==> config.mk <==
export PLATFORM = sky130hd
export DESIGN_NAME = muldiv_unit_flat
export DESIGN_NICKNAME = d
export VERILOG_FILES = /design/src/rtl/muldiv_if.sv /design/src/rtl/muldiv_unit.sv /design/src/flat_wrapper.sv
export SDC_FILE = /design/constraint.sdc
export NUM_CORES = 1
export LEC_CHECK = 0
export CORE_MARGIN = 1
export CORE_UTILIZATION = 30
export DETAILED_ROUTE_END_ITERATION = 6
export GPL_ROUTABILITY_DRIVEN = 0
export HOLD_SLACK_MARGIN = 0.15
export PLACE_DENSITY = 0.45
export SYNTH_ARGS = -nofsm -noshare
export SYNTH_HDL_FRONTEND = slang
export SYNTH_SLANG_ARGS = --single-unit
==> constraint.sdc <==
create_clock -name clk -period 3.8 [get_ports clk]
set_clock_uncertainty 0.05 [all_clocks]
set_input_delay 0.95 -clock clk [delete_from_list [all_inputs] [get_ports clk]]
set_output_delay 0.95 -clock clk [all_outputs]
set_load 0.05 [all_outputs]
==> src/rtl/muldiv_if.sv <==
// muldiv_if: issue/result bundle between the execute stage and the HI/LO multiply/divide unit
interface muldiv_if #(
   parameter int WIDTH = 32
);
   logic             start;
   logic [2:0]       op;
   logic [WIDTH-1:0] a;
   logic [WIDTH-1:0] b;
   logic             abort;
   logic             busy;
   logic             done;
   logic [WIDTH-1:0] hi;
   logic [WIDTH-1:0] lo;
   modport master (output start, op, a, b, abort, input busy, done, hi, lo);
   modport slave (input start, op, a, b, abort, output busy, done, hi, lo);
endinterface

==> src/rtl/muldiv_unit.sv <==
// muldiv_unit: iterative radix-2 HI/LO multiply/divide unit with MTHI/MTLO and flush abort
module muldiv_unit #(
   parameter int WIDTH = 32,
   localparam int CNT_W = $clog2(WIDTH + 1)
) (
   input logic     clk,
   input logic     rst,
   muldiv_if.slave bus
);
   typedef enum logic [1:0] {IDLE, RUN, FIX} state_t;
   state_t             state, state_nx;
   logic [CNT_W-1:0]   cnt;
   logic [2*WIDTH-1:0] acc, acc_step, prod;
   logic [WIDTH-1:0]   dsr, a_mag, b_mag, quo, rem, hi_r, lo_r, hi_res, lo_res;
   logic [WIDTH:0]     sum, diff;
   logic               is_div, neg_q, neg_r, div0, sgn, idle_go, issue, done_r;
   always_comb begin
      idle_go  = state == IDLE && bus.start && !bus.abort;
      issue    = idle_go && !bus.op[2];
      sgn      = !bus.op[0];
      a_mag    = (sgn && bus.a[WIDTH-1]) ? -bus.a : bus.a;
      b_mag    = (sgn && bus.b[WIDTH-1]) ? -bus.b : bus.b;
      state_nx = bus.abort ? IDLE :
                 state == IDLE ? (issue ? RUN : IDLE) :
                 state == RUN ? (cnt == '0 ? FIX : RUN) : IDLE;
   end
   // acc holds {partial product, multiplier} for MUL and {remainder, dividend/quotient} for DIV
   always_comb begin
      sum      = {1'b0, acc[2*WIDTH-1:WIDTH]} + (acc[0] ? {1'b0, dsr} : '0);
      diff     = acc[2*WIDTH-1:WIDTH-1] - {1'b0, dsr};
      acc_step = !is_div ? {sum, acc[WIDTH-1:1]} :
                 diff[WIDTH] ? {acc[2*WIDTH-2:0], 1'b0} :
                 {diff[WIDTH-1:0], acc[WIDTH-2:0], 1'b1};
      quo      = acc[WIDTH-1:0];
      rem      = acc[2*WIDTH-1:WIDTH];
      prod     = neg_q ? -acc : acc;
      hi_res   = is_div ? (neg_r ? -rem : rem) : prod[2*WIDTH-1:WIDTH];
      lo_res   = is_div ? (div0 ? '1 : neg_q ? -quo : quo) : prod[WIDTH-1:0];
   end
   always_ff @(posedge clk or negedge rst) begin
      if (!rst) begin
         state  <= IDLE;
         cnt    <= '0;
         acc    <= '0;
         dsr    <= '0;
         hi_r   <= '0;
         lo_r   <= '0;
         done_r <= 1'b0;
         is_div <= 1'b0;
         neg_q  <= 1'b0;
         neg_r  <= 1'b0;
         div0   <= 1'b0;
      end else begin
         state  <= state_nx;
         done_r <= state == FIX && !bus.abort;
         if (issue) begin
            cnt    <= CNT_W'(WIDTH - 1);
            acc    <= {{WIDTH{1'b0}}, bus.op[1] ? a_mag : b_mag};
            dsr    <= bus.op[1] ? b_mag : a_mag;
            is_div <= bus.op[1];
            neg_q  <= sgn && (bus.a[WIDTH-1] ^ bus.b[WIDTH-1]);
            neg_r  <= sgn && bus.a[WIDTH-1];
            div0   <= bus.b == '0;
         end else if (state == RUN) begin
            acc <= acc_step;
            cnt <= cnt - CNT_W'(1);
         end
         if (state == FIX && !bus.abort) begin
            hi_r <= hi_res;
            lo_r <= lo_res;
         end
         if (idle_go && bus.op == 3'd4) hi_r <= bus.a;
         if (idle_go && bus.op == 3'd5) lo_r <= bus.a;
      end
   end
   assign bus.busy = state != IDLE;
   assign bus.done = done_r;
   assign bus.hi   = hi_r;
   assign bus.lo   = lo_r;
endmodule

==> src/flat_wrapper.sv <==
// flat-port wrapper written by rule: the top's interface ports become plain ports
module muldiv_unit_flat 
#(
   parameter int WIDTH = 32,
   localparam int CNT_W = $clog2(WIDTH + 1)
)
  (clk, rst, bus_start, bus_op, bus_a, bus_b, bus_abort, bus_busy, bus_done, bus_hi, bus_lo);
  muldiv_if #(.WIDTH(WIDTH)) bus_i ();
  input logic clk;
  input logic rst;
  input wire logic [$bits(bus_i.start)-1:0] bus_start;
  input wire logic [$bits(bus_i.op)-1:0] bus_op;
  input wire logic [$bits(bus_i.a)-1:0] bus_a;
  input wire logic [$bits(bus_i.b)-1:0] bus_b;
  input wire logic [$bits(bus_i.abort)-1:0] bus_abort;
  output wire logic [$bits(bus_i.busy)-1:0] bus_busy;
  output wire logic [$bits(bus_i.done)-1:0] bus_done;
  output wire logic [$bits(bus_i.hi)-1:0] bus_hi;
  output wire logic [$bits(bus_i.lo)-1:0] bus_lo;
  assign bus_i.start = bus_start;
  assign bus_i.op = bus_op;
  assign bus_i.a = bus_a;
  assign bus_i.b = bus_b;
  assign bus_i.abort = bus_abort;
  assign bus_busy = bus_i.busy;
  assign bus_done = bus_i.done;
  assign bus_hi = bus_i.hi;
  assign bus_lo = bus_i.lo;
  muldiv_unit #(.WIDTH(WIDTH)) u_core (.clk(clk), .rst(rst), .bus(bus_i));
endmodule
### Word level (Yosys, flattened, before mapping)

Cells that the tools add are included.
Widths: inputs -> output; s select.

* memories: 0
* input bits: 71
* ROM bits: 0
* memory bits (writable): 0
* bits in registers: 173
* latch bits: 0
* output and inout port bits: 66
* logic and storage cells: 69

* divide/modulo/power cells: 0
* multiplexer cells: 26
* shift operators: 0
* equality and inequality tests: 4
* reduce and logical (&&, ||, !) cells: 19
* multiply operators: 0
* add/sub/neg operators: 8
* bitwise gates (word level): 1
* $lt $le $gt $ge: 0

Operator list (count)
* $mux 32: 14
* $mux 64: 5
* $neg 32->32: 4
* $neg 64->64: 1
* $add 32x33->33: 1
* $sub 33x32->33: 1
* $logic_not 32->1: 1
* $mux 6: 2
* $logic_and 1x1->1: 9
* $mux 2: 4
* $reduce_bool 2->1: 4
* $eq 3x3->1 const B: 2
* $logic_not 6->1: 1
* $sub 6x1->6 const B: 1
* $logic_not 1->1: 3
* $eq 2x1->1 const B: 1
* $eq 2x2->1 const B: 1
* $logic_not 2->1: 1
* $mux 1: 1
* $xor 1x1->1: 1

### Logic depth before layout (Yosys ltp)

* word-level depth: 7
* depth in mapped cells: 13
* depth with buffers taken out: 12

### Worst setup path after synthesis

OpenSTA, ideal clock, no wires.

* path type: reg-to-reg
* start: reg u_core.acc[0]
* end: reg u_core.acc[60]
* setup slack: 0.692 ns
* buffers on the path: 1
* data required time: 3.612 ns
* library setup time: 0.138 ns
* stages on the path, launching flop included: 13
* clock period less this slack: 3.108 ns
* data arrival time: 2.921 ns
* path through: dfrtp_1 -> inv_1 -> clkbuf_1 -> nor2_1 -> ha_1 -> nor2_1 -> or4_1 -> o2bb2ai_2 -> a31oi_1 -> o21ba_2 -> and3_1 -> o31ai_1 -> o211ai_1

* longest elaborated chain between the ends: 5

RTL lines
* from (decl): line muldiv_unit.sv:13 `logic [2*WIDTH-1:0] acc, acc_step, prod;`
* from (signal assigned): line muldiv_unit.sv:58 `acc <= {{WIDTH{1'b0}}, bus.op[1] ? a_mag : b_mag};`
* from (signal assigned): line muldiv_unit.sv:65 `acc <= acc_step;`
* $mux 32: line muldiv_unit.sv:29 `sum = {1'b0, acc[2*WIDTH-1:WIDTH]} + (acc[0] ? {1'b0, dsr} : '0);`
* $add 32x33->33: line muldiv_unit.sv:29
* $mux 64: line muldiv_unit.sv:31 `acc_step = !is_div ? {sum, acc[WIDTH-1:1]} :`
* $mux 64: line muldiv_unit.sv:64 `end else if (state == RUN) begin`
* $mux 64: line muldiv_unit.sv:56 `if (issue) begin`

No other way between the ends. The select of a mux whose other input is x is not followed.
A chain may end at the register's enable or synchronous reset.

### Worst setup path in the final report

* start: reg u_core.acc[31]
* end: reg u_core.acc[59]

* longest elaborated chain between the ends: 5

RTL lines
* $sub 33x32->33: line muldiv_unit.sv:30 `diff = acc[2*WIDTH-1:WIDTH-1] - {1'b0, dsr};`
* $mux 64: line muldiv_unit.sv:32 `diff[WIDTH] ? {acc[2*WIDTH-2:0], 1'b0} :`
* $mux 64: line muldiv_unit.sv:31
* $mux 64: line muldiv_unit.sv:64
* $mux 64: line muldiv_unit.sv:56

No other way between the ends. The select of a mux whose other input is x is not followed.

==> results.json <==
{
  "synth_cell_types": 97,
  "syn_area_per_cell_um2": 7.88,
  "p_sw_mw": 6.92,
  "grt-ovfl-total": 0,
  "drive_gt1_share_pct": 10.6,
  "dr.pass1.iters": 6,
  "syn-cell-area_um2": 15500,
  "tightest_slew_ns": 1.12,
  "slew_viol_final": 0,
  "h-tree-depth": 4,
  "synth_ff_type": "dfrtp_1",
  "critPathLaunchType": "flop",
  "crit_path_max_fanout": 6,
  "rsz0062_at_grt": "no",
  "clk_latency_ns": 0.48,
  "max_freq_ghz": 0.291,
  "reg2reg_depth": 13,
  "finalSetupViolCount": 0,
  "grt_usage_pct": 24.0,
  "cts_tree": "built",
  "ys_ff_latch": 173,
  "core_area_um2": 50600,
  "synth_top_area_cell": "dfrtp_1",
  "worstSetupEndpointType": "flop",
  "period_minus_slack_ns": 3.43,
  "internal-power_mw": 6.87,
  "grt_max_degree": 89,
  "insertedDiodeCount": 0,
  "cts_max_path_buffers": 2,
  "cts_buffers": 17,
  "hold_ws_ns": 0.436,
  "ys_top_cells_by_count": "nand2_1 (227), o21ai_0 (187), dfrtp_1 (173), nor2_1 (166), a21oi_1 (150)",
  "cts_root_buf": "clkbuf_16",
  "numPortBuffers": 136,
  "synth_seq_area_share_pct": 27.9,
  "nFillCells": 5245,
  "syn2layout_area_growth_pct": 21.8,
  "row_count": 82,
  "yosys-top-cells-area": "dfrtp_1 (28%), o21ai_0 (6.0%), ha_1 (5.6%)",
  "fin_ws_ns": 0.368,
  "post_cts_buffers": 0,
  "yosysMostFrequentCell": "nand2_1",
  "ctsHoldBuffers": 0,
  "viasPerCell": 5.63,
  "cts_resized": 0,
  "syn-num-nets": 2112,
  "leakagePower_nw": 7.87,
  "syn_inst": 1970,
  "dieArea_um2": 52600,
  "die_w_um": 229,
  "required_ns": 4.09,
  "critPathKind": "reg -> reg",
  "sw_frac_of_total_pct": 50.2,
  "powerDensity_nw_per_um2": 730,
  "antenna_found_initial": 0,
  "ios": 137,
  "maxCapViolCount": 0,
  "dp_hpwl_um": 49500,
  "clkPwrFrac_pct": 13.3,
  "async_reset_ff_share_pct": 100,
  "post_drt_wl_per_cell_um": 22.6,
  "die_y_um": 229,
  "min_path_cells": 2,
  "yosysTopAreaCellShare_pct": 27.9,
  "drc": 0,
  "min_period_over_period_pct": 90.3,
  "vias": 15800,
  "relSlewSlack_pct": 25.2,
  "path_clk_slew_ns": 0.08,
  "drtAntennaViolNets": 0,
  "hp-class": "reg -> reg",
  "ir_drop_mv": 0.411,
  "grt_pass1_vias": 15500,
  "final_hold_viol_count": 0,
  "p_seq_share_pct": 22.8,
  "postLayoutCoreUtil_pct": 37.4,
  "finalNetCount": 2265,
  "grt_pass1_wl_um": 97000,
  "status": "finished clean",
  "drt_iter0_drc": 1186,
  "initial_core_util_pct": 30.7,
  "dp_slack_ns": -0.0277,
  "cts_sinks": 173,
  "yosys_warnings": 0,
  "comb_power_share_pct": 63.9,
  "synth-edff-count": 0,
  "cp.arrival_ns": 3.72,
  "drt-total-wl_um": 63600
}
power groups by stage:
stage	Combinational [mW]	Clock, mW	Sequential, mW
after floorplan	5.54	0	3.38
after global placement	8.70	0	3.15
after detailed placement	8.73	0	3.15
after CTS	8.76	1.88	3.12
after global routing	9.59	1.93	3.22
final	8.81	1.83	3.14
state kept, by name (all words and copies together), names as in the netlist:
signal / cells
u_core.acc: 64
u_core.bus.hi: 32
u_core.bus.lo: 32
u_core.dsr: 32
u_core.cnt: 6
u_core.state: 2
u_core.bus.done: 1
u_core.div0: 1
u_core.is_div: 1
u_core.neg_q: 1
u_core.neg_r: 1
critical path, cell delays in order, from the launching register on:
cell      delay, ns
dfrtp_1        0.43
inv_1          0.15
ha_1           0.23
fa_1           0.23
nand2b_1       0.14
a21oi_1        0.08
buf_4          0.16
o211ai_1       0.35
o211ai_2       0.20
a21oi_4        0.35
xor2_1         0.11
buf_4          0.19
nor4_1         0.46
o21bai_1       0.14
area by class of cell:
type                       instances  area, um^2  share of cell area (%)
clock inverter                    14         131                   0.695
timing repair buffer             270        2470                    13.1
sequential                       173        4330                    22.9
clock buffer                      18         439                    2.32
inverter                          62         233                    1.23
tap                              672         841                    4.45
multi-input combinational       1599       10500                    55.3
through the flow:
| step | setup TNS [ns] | power, mW | cells | instance area, um^2 |
|---|---|---|---|---|
| after floorplan | 0 | 8.92 | 1970 | 15500 |
| after global placement | 0 | 11.8 | 2776 | 18300 |
| after detailed placement | -0.0461 | 11.9 | 2776 | 18300 |
| after CTS | 0 | 13.8 | 2808 | 18900 |
| after global routing | 0 | 14.7 | 2808 | 18900 |
| final | 0 | 13.8 | 2808 | 18900 |
kinds of logic (layout without fill, tap and decap cells):
kind of cell	Yosys count	count (layout)	share of synthesized area, %
simple gates	645	645	20.1
flops	173	173	27.9
fa+ha+maj	71	71	5.82
compound gates	642	642	26.8
xor+xnor	168	168	9.53
buf+inv	198	364	5.01
mux	73	73	4.78
final timing paths:
check,end,start,slack (ns)
max,u_core.acc[59],u_core.acc[31],0.37
min,u_core.dsr[5],u_core.dsr[5],0.44
max reg2reg,u_core.acc[59],u_core.acc[31],0.37
min reg2reg,u_core.dsr[5],u_core.dsr[5],0.44
max in group asynchronous,u_core.bus.hi[10],rst,2.31
min in group asynchronous,u_core.acc[7],rst,0.45
cells in the final DEF, fill, tap and decap left out, types with 15 or more instances in the layout:
| cell type | instances |
|---|---|
| nand2_1 | 226 |
| o21ai_0 | 187 |
| dfrtp_1 | 172 |
| nor2_1 | 161 |
| a21oi_1 | 150 |
| clkdlybuf4s50_1 | 134 |
| buf_4 | 126 |
| xnor2_1 | 92 |
| xor2_1 | 75 |
| ha_1 | 69 |
| mux2i_1 | 67 |
| inv_1 | 62 |
| a22oi_1 | 51 |
| nor3_1 | 50 |
| o211ai_1 | 44 |
| a21o_1 | 29 |
| nand2b_1 | 26 |
| o31ai_1 | 26 |
| nand3_1 | 26 |
| a32oi_1 | 25 |
| nand4_1 | 18 |
| nor4_1 | 17 |
| clkbuf_16 | 17 |
| a31oi_1 | 16 |
| and2_1 | 15 |
layer usage:
layer  track usage [%]  share of wire, %
met4              8.40               2.9
met2              39.6                46
met1              32.7                46
met3              2.12               4.5
met5                 0                 0
Note: power is estimated with default switching activity, not from simulation.
==> RTL change 1: new RTL, same flow settings <==
Re-encode `state_t` (3 states) as one-hot, 3 bits wide.
--- a/src/rtl/muldiv_unit.sv
+++ b/src/rtl/muldiv_unit.sv
@@ -9,3 +9,3 @@
 );
-   typedef enum logic [1:0] {IDLE, RUN, FIX} state_t;
+   typedef enum logic [2:0] {IDLE = 3'b001, RUN = 3'b010, FIX = 3'b100} state_t;
    state_t             state, state_nx;
Check against the original RTL: same outputs for any inputs over 10 cycles, from zero or initial values and one cycle with rst low; not proved beyond that.
==> RTL change 1 against the unedited design <==
Area after synthesis shrank 3.4%; wire length is 2.4% higher; non-clock buffer count up 82; sequential cell count is 1 higher; worst setup slack worse by 0.31 ns; final area increased by 1.1%; core utilization increased by 1.5 points; synthesized cell count is 2.1% lower.
Power is not compared: it rests on default switching activity, and its combinational part moved more than twofold at a synthesized area within 25%.
==> RTL change 1: results (changes against the unedited design) <==
Setup path
  • Cells on worst reg2reg path: 11 (-2)
  • Worst-path maximum fanout: 4 (-2)
  • Worst r2r dst: u_core.bus.hi[13]
  • Slowest cell on crit path: or4_4
  • FF-to-FF Start: u_core.acc[14]
  • R2R Setup Slk: 0.05 ns (-0.31 ns)
  • Worst Path Arrival: 4.04 ns (+0.32 ns)
  • CP Class: reg2reg
  • CP peak stage delay: 0.54 ns (+0.08 ns)
  • Top delay family on crit path: simple AND/OR/NAND/NOR gates

Synthesis
  • Main area contributors after synthesis: dfrtp_1 (29%), o21ai_0 (6.8%), nand2_1 (6.0%), ha_1 (5.8%), a21oi_1 (5.1%)
  • Yosys cell types: 79 (-19%)
  • Synth Area per Inst: 7.77 um^2 (-1.4%)
  • Synth Area in XOR/XNOR: 10.1% (+0.52 points)
  • Proportion of synthesized area in mux cells: 3.80% (-0.98 points)
  • Synth Register Bits: 174 (+0.58%)
  • Post-synth top cells: nand2_1 (240), o21ai_0 (204), dfrtp_1 (173)
  • Post-Syn Nets: 2071 (-1.9%)
  • Fraction of registers with async set/reset: 100% (unchanged)
  • Synth Area in Compound Gates: 26.0% (-0.80 points)
  • Register area share after synthesis: 29.1% (+1.2 points)
  • Synth warn: 0 (unchanged)
  • Adder-cell share of the synthesized area: 6.03% (+0.21 points)

Clock network
  • Clk root buf: clkbuf_16
  • Setup Buffers After CTS: 0 (unchanged)
  • CTS resizes: 10 (+10)
  • Skew-Pair Late Insertion Delay: 0.47 ns

Detailed routing
  • Via count: 15693 (-0.78%)
  • Drt first-iter violations: 1276 (+7.6%)
  • WL/cell: 22.8 um (+0.89%)

Final layout
  • FF/Latch Area: 0.00436 mm^2 (+0.66%)
  • Layout clock area frac: 3.08% (+0.057 points)
  • # nets final: 2315 (+2.2%)
  • Non-Clock Buffer Count: 352 (+30%)
  • Inverters: 71 (+15%)
  • Filler cell count: 5110 (-2.6%)
  • Antenna diode count: 1 (+1)
  • Multi-input gate share of the layout cell area: 52.1% (-3.3 points)
  • Multi-input combinational gate total: 1557 (-2.6%)
  • Final cell count without fillers: 2851 (+1.5%)
  • Data buffer area share: 16.3% (+3.2 points)
  • Reg with most FFs: u_core.acc
  • Layout cells sized above 1: 14.1% (+3.5 points)

Placed design
  • Pre-CTS setup slack: -0.470 ns (-0.442 ns)
  • Area after DPL: 0.0184 mm^2 (+0.18%)
  • Hpwl dp: 51400 um (+4.0%)
  • DP Cell Count: 2815 (+1.4%)

Global route
  • GRT Overall Usage: 25.6% (+1.5 points)
  • Largest net degree at the start of global routing: 124 (+39%)
  • First-pass GRT wire length: 96300 um (-0.70%)
  • Initial antenna violation count: 2 (+2)
  • Vias in the first global route: 15081 (-3.0%)

Worst hold path
  • HP Class: in2async

Power
  • P_leak: 8.40 nW

Timing
  • Fin. Hold Viols: 0 (unchanged)
  • Hold_ws: 0.353 ns (-0.0835 ns)
  • Worst slew pin tran: 1.02 ns (-0.106 ns)
  • Fmax: 267 MHz (-8.4%)

Outcome
  • Status: completed

Floorplanning
  • Die footprint: 0.0509 mm^2 (-3.4%)
[RTL change 1: cell count changes after synthesis, moves of 8 or more]
cell | before | now
o31ai_1 | 26 | 18
clkbuf_1 | 109 | 99
nand4_1 | 18 | 10
buf_2 | 13 | 2
xor2_1 | 75 | 85
buf_1 | 11 | 19
mux2i_1 | 67 | 49
inv_1 | 62 | 71
o21ai_0 | 187 | 204
nand2_1 | 227 | 240
[RTL change 1: per-layer routing]
layer / wire length [um] / share of wire, % / GRT usage, %
met3: 3520 / 5.4 / 3.68
met2: 29600 / 46 / 40.8
met4: 2130 / 3.3 / 10.1
met1: 29800 / 46 / 34.7
met5: 13 / 0.020 / 0
[RTL change 1: where the power goes]
part / switching [mW] / total, mW / internal (mW) / leakage [nW]
clock network: 0.879 / 1.86 / 0.983 / 0.281
logic: 2.29 / 3.79 / 1.50 / 5.91
registers: 0.346 / 2.51 / 2.16 / 2.21
total: 3.52 / 8.16 / 4.65 / 8.40
==> RTL change 2: new RTL, same flow settings <==
Made on the original files. `WIDTH` is set to 32 in 3 places; all go to 16.
--- a/src/rtl/muldiv_if.sv
+++ b/src/rtl/muldiv_if.sv
@@ -2,3 +2,3 @@
 interface muldiv_if #(
-   parameter int WIDTH = 32
+   parameter int WIDTH = 16
 );
--- a/src/rtl/muldiv_unit.sv
+++ b/src/rtl/muldiv_unit.sv
@@ -2,3 +2,3 @@
 module muldiv_unit #(
-   parameter int WIDTH = 32,
+   parameter int WIDTH = 16,
    localparam int CNT_W = $clog2(WIDTH + 1)
--- a/src/flat_wrapper.sv
+++ b/src/flat_wrapper.sv
@@ -3,3 +3,3 @@
 #(
-   parameter int WIDTH = 32,
+   parameter int WIDTH = 16,
    localparam int CNT_W = $clog2(WIDTH + 1)
Interface: changed (resized bus_a, bus_b, bus_hi and bus_lo); port bits go from 137 to 73. The function was not compared with the original's and may differ.
==> RTL change 2 against the unedited design <==
First-iteration DRC count fell by 60%; global-route usage fell by 3.0 points; sequential share of layout area rose by 2.1 points; sequential power fell by 51%; non-clock buffer count fell by 150; critical path depth fell by 2; area after synthesis fell by 51%; final area fell by 51%; sequential cell count fell by 81; total power fell by 53%; worst setup slack improved by 0.15 ns; die area fell by 51%; wire length fell by 59%; critical path type unchanged; largest power group unchanged; highest routed layer unchanged.
==> RTL change 2: results (changes against the unedited design) <==
Outcome
  • Status: completed

Detailed routing
  • WL/cell: 19.7 um (-13%)
  • Via count: 7250 (-54%)
  • DR WL met2: 12000 um (-59%)
  • Met1 wire length: 13000 um (-56%)
  • Initial DRT Pass Iterations: 7 (+1)

Power
  • Clock group: 1.09 mW (-40%)
  • Flop pwr share: 23.4% (+0.6 points)
  • Max VDD drop: 0.000309 V (-25%)

Clock network
  • Skew-Pair Late Insertion Delay: 0.36 ns (-0.12 ns)
  • H-tree depth: 3 (-1)

Setup path
  • Worst r2r dst: u_core.acc[31]
  • FF-to-FF Start: u_core.acc[0]
  • Cells on worst reg2reg path: 11 (-2)
  • R2R Setup Slk: 0.52 ns (+0.15 ns)
  • Worst Path Arrival: 3.48 ns (-0.24 ns)

Placed design
  • Hpwl dp: 20100 um (-59%)
  • I/O Buffers: 72 (-47%)
  • Area after DPL: 0.00886 mm^2 (-52%)
  • Pre-CTS setup slack: 0.376 ns (+0.404 ns)

Synthesis
  • Synth Area in Compound Gates: 25.4% (-1.4 points)
  • Yosys cell types: 75 (-23%)
  • Proportion of synthesized area in mux cells: 5.23% (+0.45 points)
  • Synth Area per Inst: 8.07 um^2 (+2.4%)
  • Post-synth top cells: dfrtp_1 (92), nand2_1 (90), nor2_1 (90)
  • Post-Syn Nets: 1017 (-52%)
  • Main area contributors after synthesis: dfrtp_1 (30%), ha_1 (6.1%), a21oi_1 (5.0%), o21ai_0 (5.0%), xor2_1 (4.5%)
  • Register area share after synthesis: 30.4% (+2.5 points)
  • Adder-cell share of the synthesized area: 6.64% (+0.82 points)

Final layout
  • Layout cells sized above 1: 8.25% (-2.3 points)
  • Max reg flops: 32 (-50%)

Global route
  • GRT Overall Usage: 21.1% (-3.0 points)
  • Largest net degree at the start of global routing: 49 (-45%)

Timing
  • Hold_ws: 0.439 ns (+0.00259 ns)
RTL change 2: cell count changes in the layout (fill, tap and decap cells not counted), sizes merged, moves of 36 or more:
cell / change
a21oi: -77
buf: -86
clkdlybuf4s50: -63
dfrtp: -81
nand2: -137
nor2: -76
o21ai: -111
xnor2: -56
xor2: -36
RTL change 2: critical path, stage by stage (launching register included):
cell and delay (ns):
dfrtp_1 0.51, and2_1 0.18, ha_1 0.21, inv_1 0.07
fa_1 0.39, nand2b_1 0.18, a21oi_1 0.20, o31ai_1 0.11
a31oi_1 0.47, a21oi_1 0.17, o221a_2 0.27, o41ai_1 0.36
RTL change 2: how the worst max path moves through the flow:
| stage | start | cells past startpoint | to | slack (ns) |
|---|---|---|---|---|
| 5_1_grt | u_core.acc[0] | 11 | u_core.acc[31] | 0.34 |
| 4_1_cts | u_core.acc[0] | 11 | u_core.acc[31] | 0.57 |
| 3_5_place_dp | bus_a[5] | 8 | u_core.dsr[8] | 0.38 |
| 2_1_floorplan | u_core.acc[16] | 10 | u_core.acc[30] | 0.86 |
| 6_report | u_core.acc[0] | 11 | u_core.acc[31] | 0.52 |
| 3_3_place_gp | bus_a[5] | 8 | u_core.dsr[8] | 0.35 |
RTL change 2: area by class of cell:
| class | count | area (um^2) |
|---|---|---|
| clock buffer | 10 | 229 |
| clock inverter | 6 | 111 |
| fill | 2594 | 15300 |
| inverter | 43 | 161 |
| multi-input combinational | 747 | 4890 |
| sequential | 92 | 2300 |
| tap | 324 | 405 |
| timing repair buffer | 120 | 1100 |
RTL change 2: layer usage:
metal  vias up  GRT usage, %
met2       160          33.8
li1       3547             -
met1      3523          29.8
met3        20          3.02
met4         0          4.55
met5         -             0
